## config.mk

```make
export PLATFORM = sky130hd
export DESIGN_NAME = sram_cascade_ctrl_flat
export DESIGN_NICKNAME = d
export VERILOG_FILES = /design/src/rtl/sram_cascade_ctrl_if.sv /design/src/rtl/sram_cascade_ctrl.sv /design/src/flat_wrapper.sv
export SDC_FILE = /design/constraint.sdc
export NUM_CORES = 1
export LEC_CHECK = 0
export ABC_AREA = 1
export CORE_MARGIN = 2
export CORE_UTILIZATION = 54
export CTS_BUF_LIST = sky130_fd_sc_hd__clkbuf_4 sky130_fd_sc_hd__clkbuf_8
export CTS_CLUSTER_DIAMETER = 80
export DETAILED_ROUTE_END_ITERATION = 16
export PLACE_DENSITY = 0.8
export SYNTH_ARGS = -nofsm -noshare
export SYNTH_HDL_FRONTEND = slang
export SYNTH_SLANG_ARGS = --single-unit
```

## constraint.sdc

```tcl
create_clock -name clk -period 1.65 [get_ports clk]
set_clock_uncertainty 0.1 [all_clocks]
set_input_delay 0.2475 -clock clk [delete_from_list [all_inputs] [get_ports clk]]
set_output_delay 0.2475 -clock clk [all_outputs]
set_load 0.05 [all_outputs]
```

## src/rtl/sram_cascade_ctrl_if.sv

```systemverilog
// Bus interface for sram_cascade_ctrl.
// master drives the request side (cs/we/slice_en/addr/inp/clr).
// slave drives the response side (outp/rvalid/busy).
interface sram_cascade_ctrl_if #(
    parameter int SLICE_W = 4,
    parameter int N_SLICE = 2,
    parameter int BANK_AW = 2,
    parameter int BSEL_W  = 1
);
    localparam int W  = SLICE_W * N_SLICE;
    localparam int AW = BANK_AW + BSEL_W;

    logic               cs;
    logic               we;
    logic [N_SLICE-1:0] slice_en;
    logic [AW-1:0]      addr;
    logic [W-1:0]       inp;
    logic               clr;
    logic [W-1:0]       outp;
    logic               rvalid;
    logic               busy;

    modport master (
        output cs, we, slice_en, addr, inp, clr,
        input  outp, rvalid, busy
    );

    modport slave (
        input  cs, we, slice_en, addr, inp, clr,
        output outp, rvalid, busy
    );
endinterface

```

## src/rtl/sram_cascade_ctrl.sv

```systemverilog
// Cascaded SRAM: N_SLICE horizontal slices x 2^BSEL_W banks of 2^BANK_AW words.
// Self-clearing sweep after reset or on clr, per-slice write enables,
// registered 1-cycle read with a one-cycle rvalid strobe.
// Ports:
//   clk  - system clock, all state on rising edge
//   rst  - synchronous active-high reset (restarts the clear sweep)
//   bus  - slave side of sram_cascade_ctrl_if:
//          cs/we/slice_en/addr/inp/clr in, outp/rvalid/busy out
module sram_cascade_ctrl #(
    parameter int SLICE_W = 4,
    parameter int N_SLICE = 2,
    parameter int BANK_AW = 2,
    parameter int BSEL_W  = 1
) (
    input  logic clk,
    input  logic rst,
    sram_cascade_ctrl_if.slave bus
);
    localparam int W      = SLICE_W * N_SLICE;
    localparam int AW     = BANK_AW + BSEL_W;
    localparam int DEPTH  = 1 << AW;
    localparam int NBANK  = 1 << BSEL_W;
    localparam int BDEPTH = 1 << BANK_AW;
    localparam logic [AW:0] LAST = (AW+1)'(DEPTH - 1);

    typedef enum logic {S_CLEAR, S_IDLE} state_t;

    state_t         r_state;
    logic [AW:0]    r_cnt;
    logic [W-1:0]   r_outp;
    logic           r_rvalid;
    logic           r_busy;
    logic [W-1:0]   r_mem [NBANK][BDEPTH];

    logic               w_wr_en;
    logic [BSEL_W-1:0]  w_bank;
    logic [BANK_AW-1:0] w_word;
    logic [W-1:0]       w_wdata;
    logic [N_SLICE-1:0] w_mask;
    logic [BSEL_W-1:0]  w_rbank;
    logic [BANK_AW-1:0] w_rword;

    // Bank decode is the address MSBs, word decode the LSBs.
    assign w_rbank = bus.addr[AW-1:BANK_AW];
    assign w_rword = bus.addr[BANK_AW-1:0];

    // Single write port shared by the clear sweep and user writes.
    // The sweep owns the port while clearing; clr drops a same-cycle access.
    always_comb begin
        w_wr_en = 1'b0;
        w_bank  = w_rbank;
        w_word  = w_rword;
        w_wdata = bus.inp;
        w_mask  = bus.slice_en;
        if (!rst) begin
            if (r_state == S_CLEAR) begin
                w_wr_en = 1'b1;
                w_bank  = r_cnt[AW-1:BANK_AW];
                w_word  = r_cnt[BANK_AW-1:0];
                w_wdata = '0;
                w_mask  = '1;
            end else if (!bus.clr && bus.cs && bus.we) begin
                w_wr_en = 1'b1;
            end
        end
    end

    // Storage has no reset; the sweep is what zeroes it.
    always_ff @(posedge clk) begin
        if (w_wr_en) begin
            for (int k = 0; k < N_SLICE; k++) begin
                if (w_mask[k])
                    r_mem[w_bank][w_word][k*SLICE_W +: SLICE_W] <= w_wdata[k*SLICE_W +: SLICE_W];
            end
        end
    end

    always_ff @(posedge clk) begin
        if (rst) begin
            r_state  <= S_CLEAR;
            r_cnt    <= '0;
            r_outp   <= '0;
            r_rvalid <= 1'b0;
            r_busy   <= 1'b1;
        end else begin
            r_rvalid <= 1'b0;
            case (r_state)
                S_CLEAR: begin
                    r_cnt <= r_cnt + 1'b1;
                    if (r_cnt == LAST) begin
                        r_state <= S_IDLE;
                        r_busy  <= 1'b0;
                    end
                end
                default: begin
                    if (bus.clr) begin
                        r_state <= S_CLEAR;
                        r_cnt   <= '0;
                        r_busy  <= 1'b1;
                    end else if (bus.cs && !bus.we) begin
                        r_outp   <= r_mem[w_rbank][w_rword];
                        r_rvalid <= 1'b1;
                    end
                end
            endcase
        end
    end

    assign bus.outp   = r_outp;
    assign bus.rvalid = r_rvalid;
    assign bus.busy   = r_busy;
endmodule

```

## src/flat_wrapper.sv

```systemverilog
// flat-port wrapper written by rule: the top's interface ports become plain ports
module sram_cascade_ctrl_flat 
#(
    parameter int SLICE_W = 4,
    parameter int N_SLICE = 2,
    parameter int BANK_AW = 2,
    parameter int BSEL_W  = 1
)
  (clk, rst, bus_cs, bus_we, bus_slice_en, bus_addr, bus_inp, bus_clr, bus_outp, bus_rvalid, bus_busy);
  sram_cascade_ctrl_if #(.SLICE_W(SLICE_W), .N_SLICE(N_SLICE), .BANK_AW(BANK_AW), .BSEL_W(BSEL_W)) bus_i ();
  input  logic clk;
  input  logic rst;
  input wire logic [$bits(bus_i.cs)-1:0] bus_cs;
  input wire logic [$bits(bus_i.we)-1:0] bus_we;
  input wire logic [$bits(bus_i.slice_en)-1:0] bus_slice_en;
  input wire logic [$bits(bus_i.addr)-1:0] bus_addr;
  input wire logic [$bits(bus_i.inp)-1:0] bus_inp;
  input wire logic [$bits(bus_i.clr)-1:0] bus_clr;
  output wire logic [$bits(bus_i.outp)-1:0] bus_outp;
  output wire logic [$bits(bus_i.rvalid)-1:0] bus_rvalid;
  output wire logic [$bits(bus_i.busy)-1:0] bus_busy;
  assign bus_i.cs = bus_cs;
  assign bus_i.we = bus_we;
  assign bus_i.slice_en = bus_slice_en;
  assign bus_i.addr = bus_addr;
  assign bus_i.inp = bus_inp;
  assign bus_i.clr = bus_clr;
  assign bus_outp = bus_i.outp;
  assign bus_rvalid = bus_i.rvalid;
  assign bus_busy = bus_i.busy;
  sram_cascade_ctrl #(.SLICE_W(SLICE_W), .N_SLICE(N_SLICE), .BANK_AW(BANK_AW), .BSEL_W(BSEL_W)) u_core (.clk(clk), .rst(rst), .bus(bus_i));
endmodule
```

==> summary.md, run 1 <==
| Metric | Value |
|---|---|
| Status | finished with violations |
| Failing checks | negative setup slack |
| Synth Register Bits | 79 |
| Setup crit end kind | flip-flop |
| FF-to-FF path depth | 8 |
| CP Depth | 8 |
| CP most frequent cell | inv_2 |
| CP Buf/Inv Count | 3 |
| Vias per cell | 5.09 |
| Starting density of the core | 0.552 |
| Hold_sp | rst |
| Complex-gate fraction of the synthesized area | 0.0305 |
| First-pass GRT wire length | 11.8 mm |
| Adder-cell share of the synthesized area | 0.00359 |
| Area Growth Syn to Fin | 26.3% |
| Total Wirelength | 7.37 mm |
| Leading register cell type out of synthesis | edfxtp_1 |
| Cells on Worst Hold Path | 3 |
| Antenna violations before repair | 0 |
| IO Count | 28 |
| R2r setup slk | -0.08 ns |
| Die X | 84.3 um |
| Critical path class | reg2reg |
| CP max FO | 7 |
| CP delay by family, top | simple AND/OR/NAND/NOR gates |
| Post-route cell area | 4400 um^2 |
| Clk pin slew, worst setup/hold paths | 0.07 ns |
| Main combinational cell family by area after synthesis | simple AND/OR/NAND/NOR gates |
| RSZ-0062 raised after global routing | true |
| Worst R2R End | u_core.r_mem[1][31] |
| CP arrival | 1.69 ns |
| Area after DPL | 4080 um^2 |
| PD cells | 898 nW/um^2 |
| Crit path max-delay cell type | dfxtp_4 |
| Synth Area in XOR/XNOR | 0 |
| Cts bufs inserted | 9 |
| MaxCap Viol Count | 0 |
| LEAKAGE | 1.95 nW |
| WP data required | 1.61 ns |
| Post-Synthesis Cell Area | about 3500 um^2 |
| Via Count | 2684 |
| Die Area | 7110 um^2 |
| Post-synthesis mux area share | 0 |
| Setup_tns | -2.66 ns |
| Worst R2R Start | u_core.r_state |
| Core Region | approximately 6300 um^2 |
| Antenna-violating nets left | 0 |
| Syn Area/Cell | 9.27 um^2 |
| TritonCTS Sinks | 79 |
| Met1 usage | 0.274 |
| Async S/R FF share, synth | 0 |
| Max-slew violation count | 0 |
| Dpl hpwl | 4.92 mm |
| Clock Tree Root | clkbuf_8 |
| Vias in the first global route | 2662 |
| Pin count of the biggest net entering global routing | 33 |
| GR peak layer | met2 |
| Cells after Synth | 376 |
| Global Route Usage Sum | 0.219 |
| Hold Path Class | in2reg |
| Synth Area in Simple Gates | 0.234 |
| 1st-iter DRT viols | 249 |
| Register area share after synthesis | 0.637 |
| Drt pass-1 iters | 6 |
| Number of flops mapped to enable cells by yosys | 64 |
| Hold Vio Cnt, Final | 0 |
| Cell chain of the critical path | nor2_4 -> inv_2 -> o21ai_4 -> nand2_1 -> inv_2 -> nand2_2 -> nor2_2 -> buf_6 |
| Gpl congestion | 0.807 |
| # diodes | 0 |
| Total power draw | 0.00395 W |
| Chip height | 84.3 um |
| Syn_nets | 395 |
| Met3 Use GR | 0.0580 |
| Setup WS pre-CTS | -0.560 ns |
| Share of cells above drive strength 1 | 0.244 |
| Number of I/O port buffers | 27 |
| Grt ovf | 0 |
| DR WL/cell | approximately 14 um |
| Worst IR drop on VDD | 0.620 mV |
| Final nets | 464 |
| CP peak stage delay | 0.36 ns |
| Slew @ Worst Pin | 0.323 ns |
| Clock Path Buffers | 2 |
| Hold EP | u_core.r_cnt[3] |
| Setup violators final | 60 |
| Drt drc | 0 |
| CTS tree | built |
| Peak Freq | 579 MHz |
| Startpoint Class | flip-flop |
| Shortest period the worst path allows | 1.73 ns |
| Met2 usage | 0.356 |
| Unique masters post-synth | 24 |
| PnR worst setup slack | -0.0774 ns |
| Final period util | 1.05 |
| Later-pin clock latency in the skew report | 0.35 ns |
| Htree depth | 3 |
| Yosys warns | 0 |
| Cts hold-fix bufs | 0 |
| Row Count | 29 |
| Slew headroom | 0.785 |
## placed cells by master, fill, tap and decap left out, types with 7 or more instances in the layout
master,count
nand3_1,50
clkdlybuf4s50_1,16
dfxtp_1,14
inv_1,64
nor2_2,14
nand2_2,7
inv_2,7
clkbuf_8,11
nor2_1,16
buf_4,50
nand2_1,96
a21oi_1,11
edfxtp_1,64
## synth_stat cells (2+ instances only)
| master | n | area, um^2 |
|---|---|---|
| a21oi_1 | 12 | 60.1 |
| nor2_1 | 32 | 120 |
| inv_1 | 69 | 259 |
| inv_2 | 2 | 7.51 |
| nand2_1 | 104 | 390 |
| clkbuf_1 | 4 | 15.0 |
| dfxtp_1 | 15 | 300 |
| buf_2 | 8 | 40.0 |
| edfxtp_1 | 64 | 1920 |
| o21ai_0 | 3 | 15.0 |
| nand3_1 | 50 | 250 |
## cell type report
| class | instances | area [um^2] |
|---|---|---|
| repair buffers | 71 | 589 |
| fillers | 481 | 1910 |
| flip-flops and latches | 79 | 2230 |
| clock buffers | 15 | 181 |
| multi-input cells | 212 | 1030 |
| well taps | 77 | 96.3 |
| inverters | 72 | 270 |
| clock inverters | 1 | 5.00 |
## worst min-delay path: cells and delay by family
family / cells / cell delay [ns]
AO/OA/AOI/OAI: 1 / 0.06
buffers and inverters: 2 / 0.45
## routing by layer
metal / part of all wire / wire, um
met4: 0.020 / 148
met5: 0 / 0
met1: 0.42 / 3120
met3: 0.072 / 531
met2: 0.48 / 3570
## per-stage QoR
stage,hold slack [ns],std cells,utilization
2_1_floorplan,0.248,376,-
3_3_place_gp,0.356,509,0.647
5_1_grt,0.380,527,0.697
4_1_cts,0.326,527,0.684
6_report,0.363,527,0.697
3_5_place_dp,0.360,509,0.647
## kinds of logic (layout without fill, tap and decap cells)
group           after synthesis  in the layout
compound gates               19             19
simple gates                192            192
flops                        79             79
fa+ha+maj                     1              1
buf+inv                      85            159
## state kept, by name (all words and copies together) (netlist names)
| register | flops |
|---|---|
| u_core.r_mem | 64 |
| u_core.bus.outp | 8 |
| u_core.bus.busy | 1 |
| u_core.r_state | 1 |
| u_core.r_cnt | 4 |
| u_core.bus.rvalid | 1 |
## where the power goes
group	leakage, nW	total [W]	internal [W]	switching, W
registers	0.712	0.00221	0.00220	0.0000164
clock network	0.101	0.00133	0.000695	0.000630
logic	1.14	0.000415	0.000167	0.000248
## worst max path at each step
stage | from | to | slack [ns]
6_report | u_core.r_state | u_core.r_mem[1][31] | -0.08
5_1_grt | u_core.r_state | u_core.r_mem[1][30] | -0.15
4_1_cts | u_core.r_state | u_core.r_mem[1][30] | 0.00004
3_5_place_dp | rst | u_core.r_mem[1][15] | -0.56
3_3_place_gp | rst | u_core.r_mem[1][14] | -0.48
2_1_floorplan | u_core.r_state | u_core.r_mem[1][0] | -0.03
## repair_timing
item                       CTS  global route
setup endpoints to repair   64            64
cloned                       0             0
pin swaps                    3            11
buffers inserted             2             0
resized for setup           15            30
Note: power is estimated with default switching activity, not from simulation.
==> run 2, diff against run 1 <==
--- a/config.mk
+++ b/config.mk
@@ -5,8 +5,6 @@
 export SDC_FILE = /design/constraint.sdc
 export NUM_CORES = 1
 export LEC_CHECK = 0
-export ABC_AREA = 1
-export CORE_MARGIN = 2
 export CORE_UTILIZATION = 54
 export CTS_BUF_LIST = sky130_fd_sc_hd__clkbuf_4 sky130_fd_sc_hd__clkbuf_8
 export CTS_CLUSTER_DIAMETER = 80
==> run 2 against run 1 <==
The run still ends with negative setup slack left. Register-to-register slack lost 0.08 ns. Final cell count fell by 33%. Core utilization grew 5.7 points. Synthesized cell count fell by 41%. Die area down 11%. Synthesized area shrank 6.7%. Non-clock buffer count decreased by 15. Sequential power about the same. Design area down 3.3%. First-iteration DRC count fell by 15%. Sequential cell count stayed put.
==> summary.md, run 2 <==
| Metric | Value |
|---|---|
| Slew headroom | 0.725 (-0.0597) |
| Synth Area in XOR/XNOR | 0.00269 (+0.00269) |
| Cts bufs inserted | 9 (unchanged) |
| Yosys warns | 0 (unchanged) |
| Vias in the first global route | 2184 (-18%) |
| Adder-cell share of the synthesized area | 0.00385 (+0.000257) |
| First-pass GRT wire length | 11.6 mm (-1.8%) |
| # diodes | 0 (unchanged) |
| Cells on Worst Hold Path | 3 (unchanged) |
| Dpl hpwl | 4.89 mm (-0.57%) |
| DR WL met2 | 3.58 mm (+0.14%) |
| Filler instances | 312 (-35%) |
| PD cells | 1050 nW/um^2 (+17%) |
| Switching power | 0.000938 W (+4.9%) |
| Starting density of the core | 0.577 (+0.0245) |
| Largest Register | u_core.r_mem |
| Antenna-violating nets left | 0 (unchanged) |
| Worst R2R End | u_core.r_mem[1][4] |
| Post-Synthesis Cell Area | 3250 um^2 (-6.7%) |
| Max-slew violation count | 0 (unchanged) |
| Status | finished with violations |
| Leading register cell type out of synthesis | edfxtp_1 |
| Hold EP | u_core.r_cnt[2] |
| Antenna violations before repair | 0 (unchanged) |
| Register area | 2230 um^2 (about the same) |
| Share of cells above drive strength 1 | 0.350 (+0.106) |
| Complex-gate fraction of the synthesized area | 0.0958 (+0.0653) |
| Sequential fraction of design power | 0.501 (-0.059) |
| CTS tree | built |
| Setup violators final | 32 (-47%) |
| Synth Area in Simple Gates | 0.0938 (-0.140) |
| Clk pwr share | 0.404 (+0.069) |
| 1st-iter DRT viols | 212 (-15%) |
| Pin count of the biggest net entering global routing | 20 (-39%) |
| Metal3 WL | 483 um (-9.0%) |
| TritonCTS Sinks | 79 (unchanged) |
| Area Growth Syn to Fin | 30.8% |
| Core Region | 5640 um^2 (-11%) |
| IO Count | 28 (unchanged) |
| Syn Area/Cell | 14.7 um^2 (+59%) |
| Top Metal Used | met4 |
| Unique masters post-synth | 33 (+38%) |
| MaxCap Viol Count | 0 (unchanged) |
| Worst R2R Start | u_core.r_state |
| CP max FO | 4 (-3) |
| R2r setup slk | -0.16 ns (-0.08 ns) |
| WP data required | 1.61 ns (about the same) |
| Net Sw Frac | 0.211 (-0.0156) |
| Chip height | 79.6 um (-5.6%) |
| LEAKAGE | 1.56 nW (-20%) |
| Number of flip-flops in the largest register | 64 (unchanged) |
| Final std cells w/o fill | 352 (-33%) |
| Via Count | 2133 (-21%) |
| Hold Vio Cnt, Final | 0 (unchanged) |
| Setup crit end kind | flip-flop |
| Dominant cell type by area after synthesis | edfxtp_1 |
| Register area share after synthesis | 0.683 (+0.0456) |
| Row Count | 27 (-6.9%) |
| Clock Tree Root | clkbuf_8 |
| Cts hold-fix bufs | 0 (unchanged) |
| Die X | 79.6 um (-5.6%) |
| Number of I/O port buffers | 27 (unchanged) |
| Clock Path Buffers | 2 (unchanged) |
| Worst IR drop on VDD | 0.851 mV (+37%) |
| DR WL/cell | 21.0 um (+50%) |
| Leading cell type in the layout, fill and taps excluded | edfxtp_1 |
| RSZ-0062 raised after global routing | true |
| Later-pin clock latency in the skew report | 0.35 ns (about the same) |
| Startpoint Class | flip-flop |
| Peak Freq | 553 MHz (-4.4%) |
| M1 WL | 3.05 mm (-2.1%) |
| Slew @ Worst Pin | 0.412 ns (+0.0892 ns) |
| Post-synthesis mux area share | 0.0985 (+0.0985) |
| Cells after Synth | 221 (-41%) |
| Top cells by count, synth | edfxtp_1 (64), mux2i_1 (32), nor2_1 (22), a22oi_1 (16), dfxtp_1 (15) |
| Critical path class | reg2reg |
| Number of flops mapped to enable cells by yosys | 64 (unchanged) |
| Synth area leaders | edfxtp_1 (59%), mux2i_1 (9.8%), dfxtp_1 (9.2%) |
| Comb power frac | 0.095 (-0.010) |
| Final period util | 1.10 (+0.0487) |
| Final nets | 294 (-37%) |
| Placed Instances | 334 (-34%) |
| Gpl congestion | 0.831 (+3.0%) |
| Total power draw | 0.00446 W (+13%) |
| Shortest period the worst path allows | 1.81 ns (+0.0804 ns) |
| Cell with the most instances after synthesis | edfxtp_1 |
| Die Area | 6340 um^2 (-11%) |
| PnR worst setup slack | -0.158 ns (-0.0804 ns) |
| Most frequent cells in the layout | edfxtp_1 (64), buf_4 (38), mux2i_1 (32), nor2_4 (16), a22oi_1 (16) |
| Grt ovf | 0 (unchanged) |
| Clk pin slew, worst setup/hold paths | 0.08 ns (about the same) |
| Htree depth | 3 (unchanged) |
| Drt drc | 0 (unchanged) |
| Multi-input gate area | 1200 um^2 (+16%) |
| CP arrival | 1.77 ns (+0.08 ns) |
| Syn_nets | 240 (-39%) |
| Drt pass-1 iters | 4 (-2) |
| Vias per cell | 6.06 (+19%) |
| FF-to-FF path depth | 3 (-5) |
| Hold_sp | rst |
| Synth Register Bits | 79 (unchanged) |
| Hold Path Class | in2reg |
| Int Power | 0.00352 W (+15%) |
| Share of the synthesized area in the top cell type | 0.591 (+0.0394) |
| Main combinational cell family by area after synthesis | multiplexers |
| Failing checks | negative setup slack |
| Async S/R FF share, synth | 0 (unchanged) |
| Total Wirelength | 7.40 mm (+0.39%) |
| Global Route Usage Sum | 0.264 (+0.0452) |
[run 2: cell count changes after synthesis, sizes merged, moves of 10 or more]
cell,delta
nand2,-101
nand3,-49
nor2,-12
inv,-69
mux2i,+32
a22oi,+16
and2,+10
[run 2: cell families (layout without fill, tap and decap cells)]
group | count (synthesis) | count (layout)
DFF | 79 | 79
and+or+nand+nor | 53 | 53
AOI/OAI and AO/OA | 40 | 40
muxes | 32 | 32
buffers and inverters | 15 | 74
adders and majority gates | 1 | 1
xor gates and xnor gates | 1 | 1
[run 2: power groups by stage]
| stage | combinational [W] | clock [W] | sequential [W] |
|---|---|---|---|
| after floorplan | 0.000189 | 0 | 0.00226 |
| after global placement | 0.000330 | 0 | 0.00227 |
| after detailed placement | 0.000340 | 0 | 0.00227 |
| after CTS | 0.000400 | 0.00181 | 0.00223 |
| after global routing | 0.000454 | 0.00190 | 0.00224 |
| final | 0.000423 | 0.00180 | 0.00223 |
[run 2: worst max-delay path by stage]
| stage | start | to | slack (ns) | depth (start not counted) |
|---|---|---|---|---|
| floorplan | u_core.r_state | u_core.r_mem[1][28] | -0.13 | 4 |
| global placement | rst | u_core.r_mem[0][22] | -0.55 | 5 |
| detailed placement | rst | u_core.r_mem[0][19] | -0.59 | 5 |
| CTS | u_core.r_state | u_core.r_mem[1][30] | -0.14 | 3 |
| finish | u_core.r_state | u_core.r_mem[1][4] | -0.16 | 3 |
| global route | u_core.r_state | u_core.r_mem[1][4] | -0.19 | 3 |
[run 2: cell type report]
type / instances / share of cell area
Inverter: 2 / 0.00176
Multi-Input combinational cell: 127 / 0.283
Sequential cell: 79 / 0.523
Clock inverter: 3 / 0.0212
Clock buffer: 13 / 0.0391
Tap cell: 72 / 0.0212
Timing Repair Buffer: 56 / 0.111
[run 2: metal layers]
layer  global-route usage  vias to the layer above
li1                     -                      977
met1                0.322                     1023
met2                0.415                      110
met3               0.0789                       23
met4                0.153                        0
met5                    0                        -
[run 2: worst max-delay path: stages (launching register included)]
cell and delay [ns]:
dfxtp_2 0.34, or3b_4 0.42, a221o_2 0.48, nor2_4 0.18
[run 2: stage by stage]
step           worst slack, ns  cell area (um^2)  setup TNS, ns  hold slack, ns  utilization
6_report                -0.158              4260          -4.39           0.269        0.754
5_1_grt                 -0.193              4260          -6.36           0.305        0.754
4_1_cts                 -0.136              4200          -3.95           0.258        0.745
3_5_place_dp            -0.594              3770         -63.80           0.358        0.668
3_3_place_gp            -0.551              3770         -59.34           0.352        0.668
2_1_floorplan           -0.135              3290          -4.53           0.322            -
[run 2: timing repair]
item,CTS,global route
pin swaps,2,5
hold endpoints to repair,0,0
buffers inserted,2,0
endpoints found under the setup margin,128,88
gates resized for setup,48,13
==> run 3, diff against run 2 <==
--- a/config.mk
+++ b/config.mk
@@ -9,7 +9,7 @@
 export CTS_BUF_LIST = sky130_fd_sc_hd__clkbuf_4 sky130_fd_sc_hd__clkbuf_8
 export CTS_CLUSTER_DIAMETER = 80
 export DETAILED_ROUTE_END_ITERATION = 16
-export PLACE_DENSITY = 0.8
+export PLACE_DENSITY = 0.84
 export SYNTH_ARGS = -nofsm -noshare
 export SYNTH_HDL_FRONTEND = slang
 export SYNTH_SLANG_ARGS = --single-unit
==> run 3 against run 2 <==
The flow still finishes with violations (negative setup slack). Wire length decreased by 4.7%. Worst hold slack got worse by 0.0015 ns. Die area did not move. Final cell count is 0.85% lower. Non-clock buffer count down 3. Sequential power hardly changed. Combinational power about the same. Sequential cell count unchanged. Total power decreased by 9.1%. Largest cell class unchanged.
==> summary.md, run 3 (synthesis gave the netlist of run 2 again) <==
| Metric | Value |
|---|---|
| Critical path class | reg2reg |
| Setup_tns | -4.02 ns (+0.366 ns) |
| Via Count | 2042 (-4.3%) |
| Worst R2R End | u_core.r_mem[1][4] |
| IO Count | 28 (unchanged) |
| Switching power | 0.000944 W (+0.61%) |
| Clock Tree Root | clkbuf_8 |
| Register area | 2220 um^2 (-0.11%) |
| Vias per cell | 5.85 (-3.4%) |
| Total power draw | 0.00405 W (-9.1%) |
| Clock Path Buffers | 2 (unchanged) |
| LEAKAGE | 1.50 nW (-3.7%) |
| CP max FO | 4 (unchanged) |
| Setup violators final | 36 (+13%) |
| Hold Path Class | in2reg |
| Antenna violations before repair | 0 (unchanged) |
| RSZ-0062 raised after global routing | true |
| Chip height | 79.6 um (unchanged) |
| Vias in the first global route | 2107 (-3.5%) |
| WP data required | 1.60 ns (about the same) |
| Die X | 79.6 um (unchanged) |
| First-pass GRT wire length | 10.9 mm (-5.7%) |
| # diodes | 0 (unchanged) |
| Peak Freq | 557 MHz (+0.70%) |
| CP arrival | 1.75 ns (-0.02 ns) |
| Pin count of the biggest net entering global routing | 21 (+5.0%) |
| Int Power | 0.00311 W (-12%) |
| Failing checks | negative setup slack |
| Die Area | 6340 um^2 (unchanged) |
| Sequential fraction of design power | 0.550 (+0.049) |
| Setup crit end kind | flip-flop |
| Number of flip-flops in the largest register | 64 (unchanged) |
| Drt pass-1 iters | 4 (unchanged) |
| Comb power frac | 0.105 (+0.010) |
| Final nets | 291 (-1.0%) |
| Core Region | 5640 um^2 (unchanged) |
| Status | finished with violations |
| Htree depth | 3 (unchanged) |
| Grt ovf | 0 (unchanged) |
| Hold_ws | 0.267 ns (-0.00150 ns) |
| Worst R2R Start | u_core.r_state |
| Dpl hpwl | 4.59 mm (-6.2%) |
| Startpoint Class | flip-flop |
| FF-to-FF path depth | 3 (unchanged) |
| Hold Vio Cnt, Final | 0 (unchanged) |
| Worst IR drop on VDD | 0.939 mV (+10%) |
| R2r setup slk | -0.15 ns (about the same) |
| MaxCap Viol Count | 0 (unchanged) |
| Hold_sp | rst |
| PnR worst setup slack | -0.145 ns (+0.0125 ns) |
| Drt drc | 0 (unchanged) |
| Cells on Worst Hold Path | 3 (unchanged) |
| Global Route Usage Sum | 0.249 (-0.0154) |
| Hold EP | u_core.r_state |
| DR WL/cell | 20.2 um (-3.9%) |
| Final period util | 1.09 (-0.00758) |
| Largest Register | u_core.r_mem |
| Multi-input gate area | 1190 um^2 (-1.1%) |
| Share of cells above drive strength 1 | 0.332 (-0.0179) |
| 1st-iter DRT viols | 201 (-5.2%) |
| Slew @ Worst Pin | 0.625 ns (+0.212 ns) |
| Max-slew violation count | 0 (unchanged) |
| Number of I/O port buffers | 27 (unchanged) |
| Antenna-violating nets left | 0 (unchanged) |
| Clk pwr share | 0.345 (-0.059) |
| Total Wirelength | 7.05 mm (-4.7%) |
| Shortest period the worst path allows | 1.80 ns (-0.0125 ns) |
| Net Sw Frac | 0.233 (+0.0225) |
| TritonCTS Sinks | 79 (unchanged) |
| Clk pin slew, worst setup/hold paths | 0.08 ns (about the same) |
| Leading cell type in the layout, fill and taps excluded | edfxtp_1 |
| Cts bufs inserted | 9 (unchanged) |
| Gpl congestion | 0.804 (-3.2%) |
| Most frequent cells in the layout | edfxtp_1 (64), buf_4 (34), mux2i_1 (32), nor2_4 (16), a22oi_1 (16) |
| CTS tree | built |
| Starting density of the core | 0.577 (unchanged) |
| PD cells | 973 nW/um^2 (-7.1%) |
| Row Count | 27 (unchanged) |
| Cts hold-fix bufs | 0 (unchanged) |
| Slew headroom | 0.582 (-0.143) |
| Later-pin clock latency in the skew report | 0.35 ns (about the same) |
| Area Growth Syn to Fin | 28.0% |
| Filler instances | 346 (+11%) |
==> run 3: cell types whose count changed in the layout (fill, tap and decap cells not counted), moves of 2 or more <==
cell,change
buf_4,-4
clkinv_2,+3
and2_2,+2
and2_4,-2
bufinv_16,-2
clkbuf_8,-2
dfxtp_1,+2
dfxtp_2,-2
==> run 3: metal layers <==
layer	global-route usage	wire length, um
met2	0.386	3390
met4	0.147	172
met5	0	0
met3	0.0469	321
met1	0.325	3170
==> run 3: worst max-delay path by stage <==
| stage | from | endpoint | slack (ns) | cells after the start |
|---|---|---|---|---|
| 6_report | u_core.r_state | u_core.r_mem[1][4] | -0.15 | 3 |
| 5_1_grt | u_core.r_state | u_core.r_mem[1][6] | -0.18 | 3 |
| 4_1_cts | u_core.r_state | u_core.r_mem[1][6] | -0.13 | 3 |
| 3_5_place_dp | rst | u_core.r_mem[1][5] | -0.58 | 4 |
| 3_3_place_gp | rst | u_core.r_mem[1][15] | -0.53 | 4 |
| 2_1_floorplan | u_core.r_state | u_core.r_mem[1][28] | -0.13 | 4 |
==> run 3: power by group through the flow <==
stage / combinational (W) / clock (W) / sequential (W)
finish: 0.000424 / 0.00140 / 0.00223
global route: 0.000452 / 0.00149 / 0.00223
CTS: 0.000388 / 0.00139 / 0.00223
detailed placement: 0.000336 / 0 / 0.00227
global placement: 0.000331 / 0 / 0.00227
floorplan: 0.000189 / 0 / 0.00226
==> run 3: repair_timing <==
action | CTS | global route
gates resized for setup | 44 | 11
setup endpoints to repair | 128 | 112
setup buffers | 2 | 1
pin swaps | 2 | 6
==> run 3: worst max-delay path: stages (launching register included) <==
cell and delay (ns):
dfxtp_2 0.33, or3b_4 0.40, a221o_2 0.47, nor2_4 0.18
==> run 3: area by class of cell <==
class | instances | share of cell area
Timing Repair Buffer | 53 | 0.110
Clock buffer | 10 | 0.0316
Tap cell | 72 | 0.0216
Inverter | 2 | 0.00180
Multi-Input combinational cell | 127 | 0.286
Sequential cell | 79 | 0.534
Clock inverter | 6 | 0.0147
==> run 3: through the flow <==
| step | cells | instance area, um^2 | utilization | worst slack (ns) |
|---|---|---|---|---|
| after global routing | 349 | 4160 | 0.738 | -0.181 |
| after floorplan | 221 | 3290 | - | -0.135 |
| after global placement | 330 | 3740 | 0.663 | -0.529 |
| after detailed placement | 330 | 3740 | 0.663 | -0.576 |
| after CTS | 348 | 4110 | 0.728 | -0.135 |
| final | 349 | 4160 | 0.738 | -0.145 |
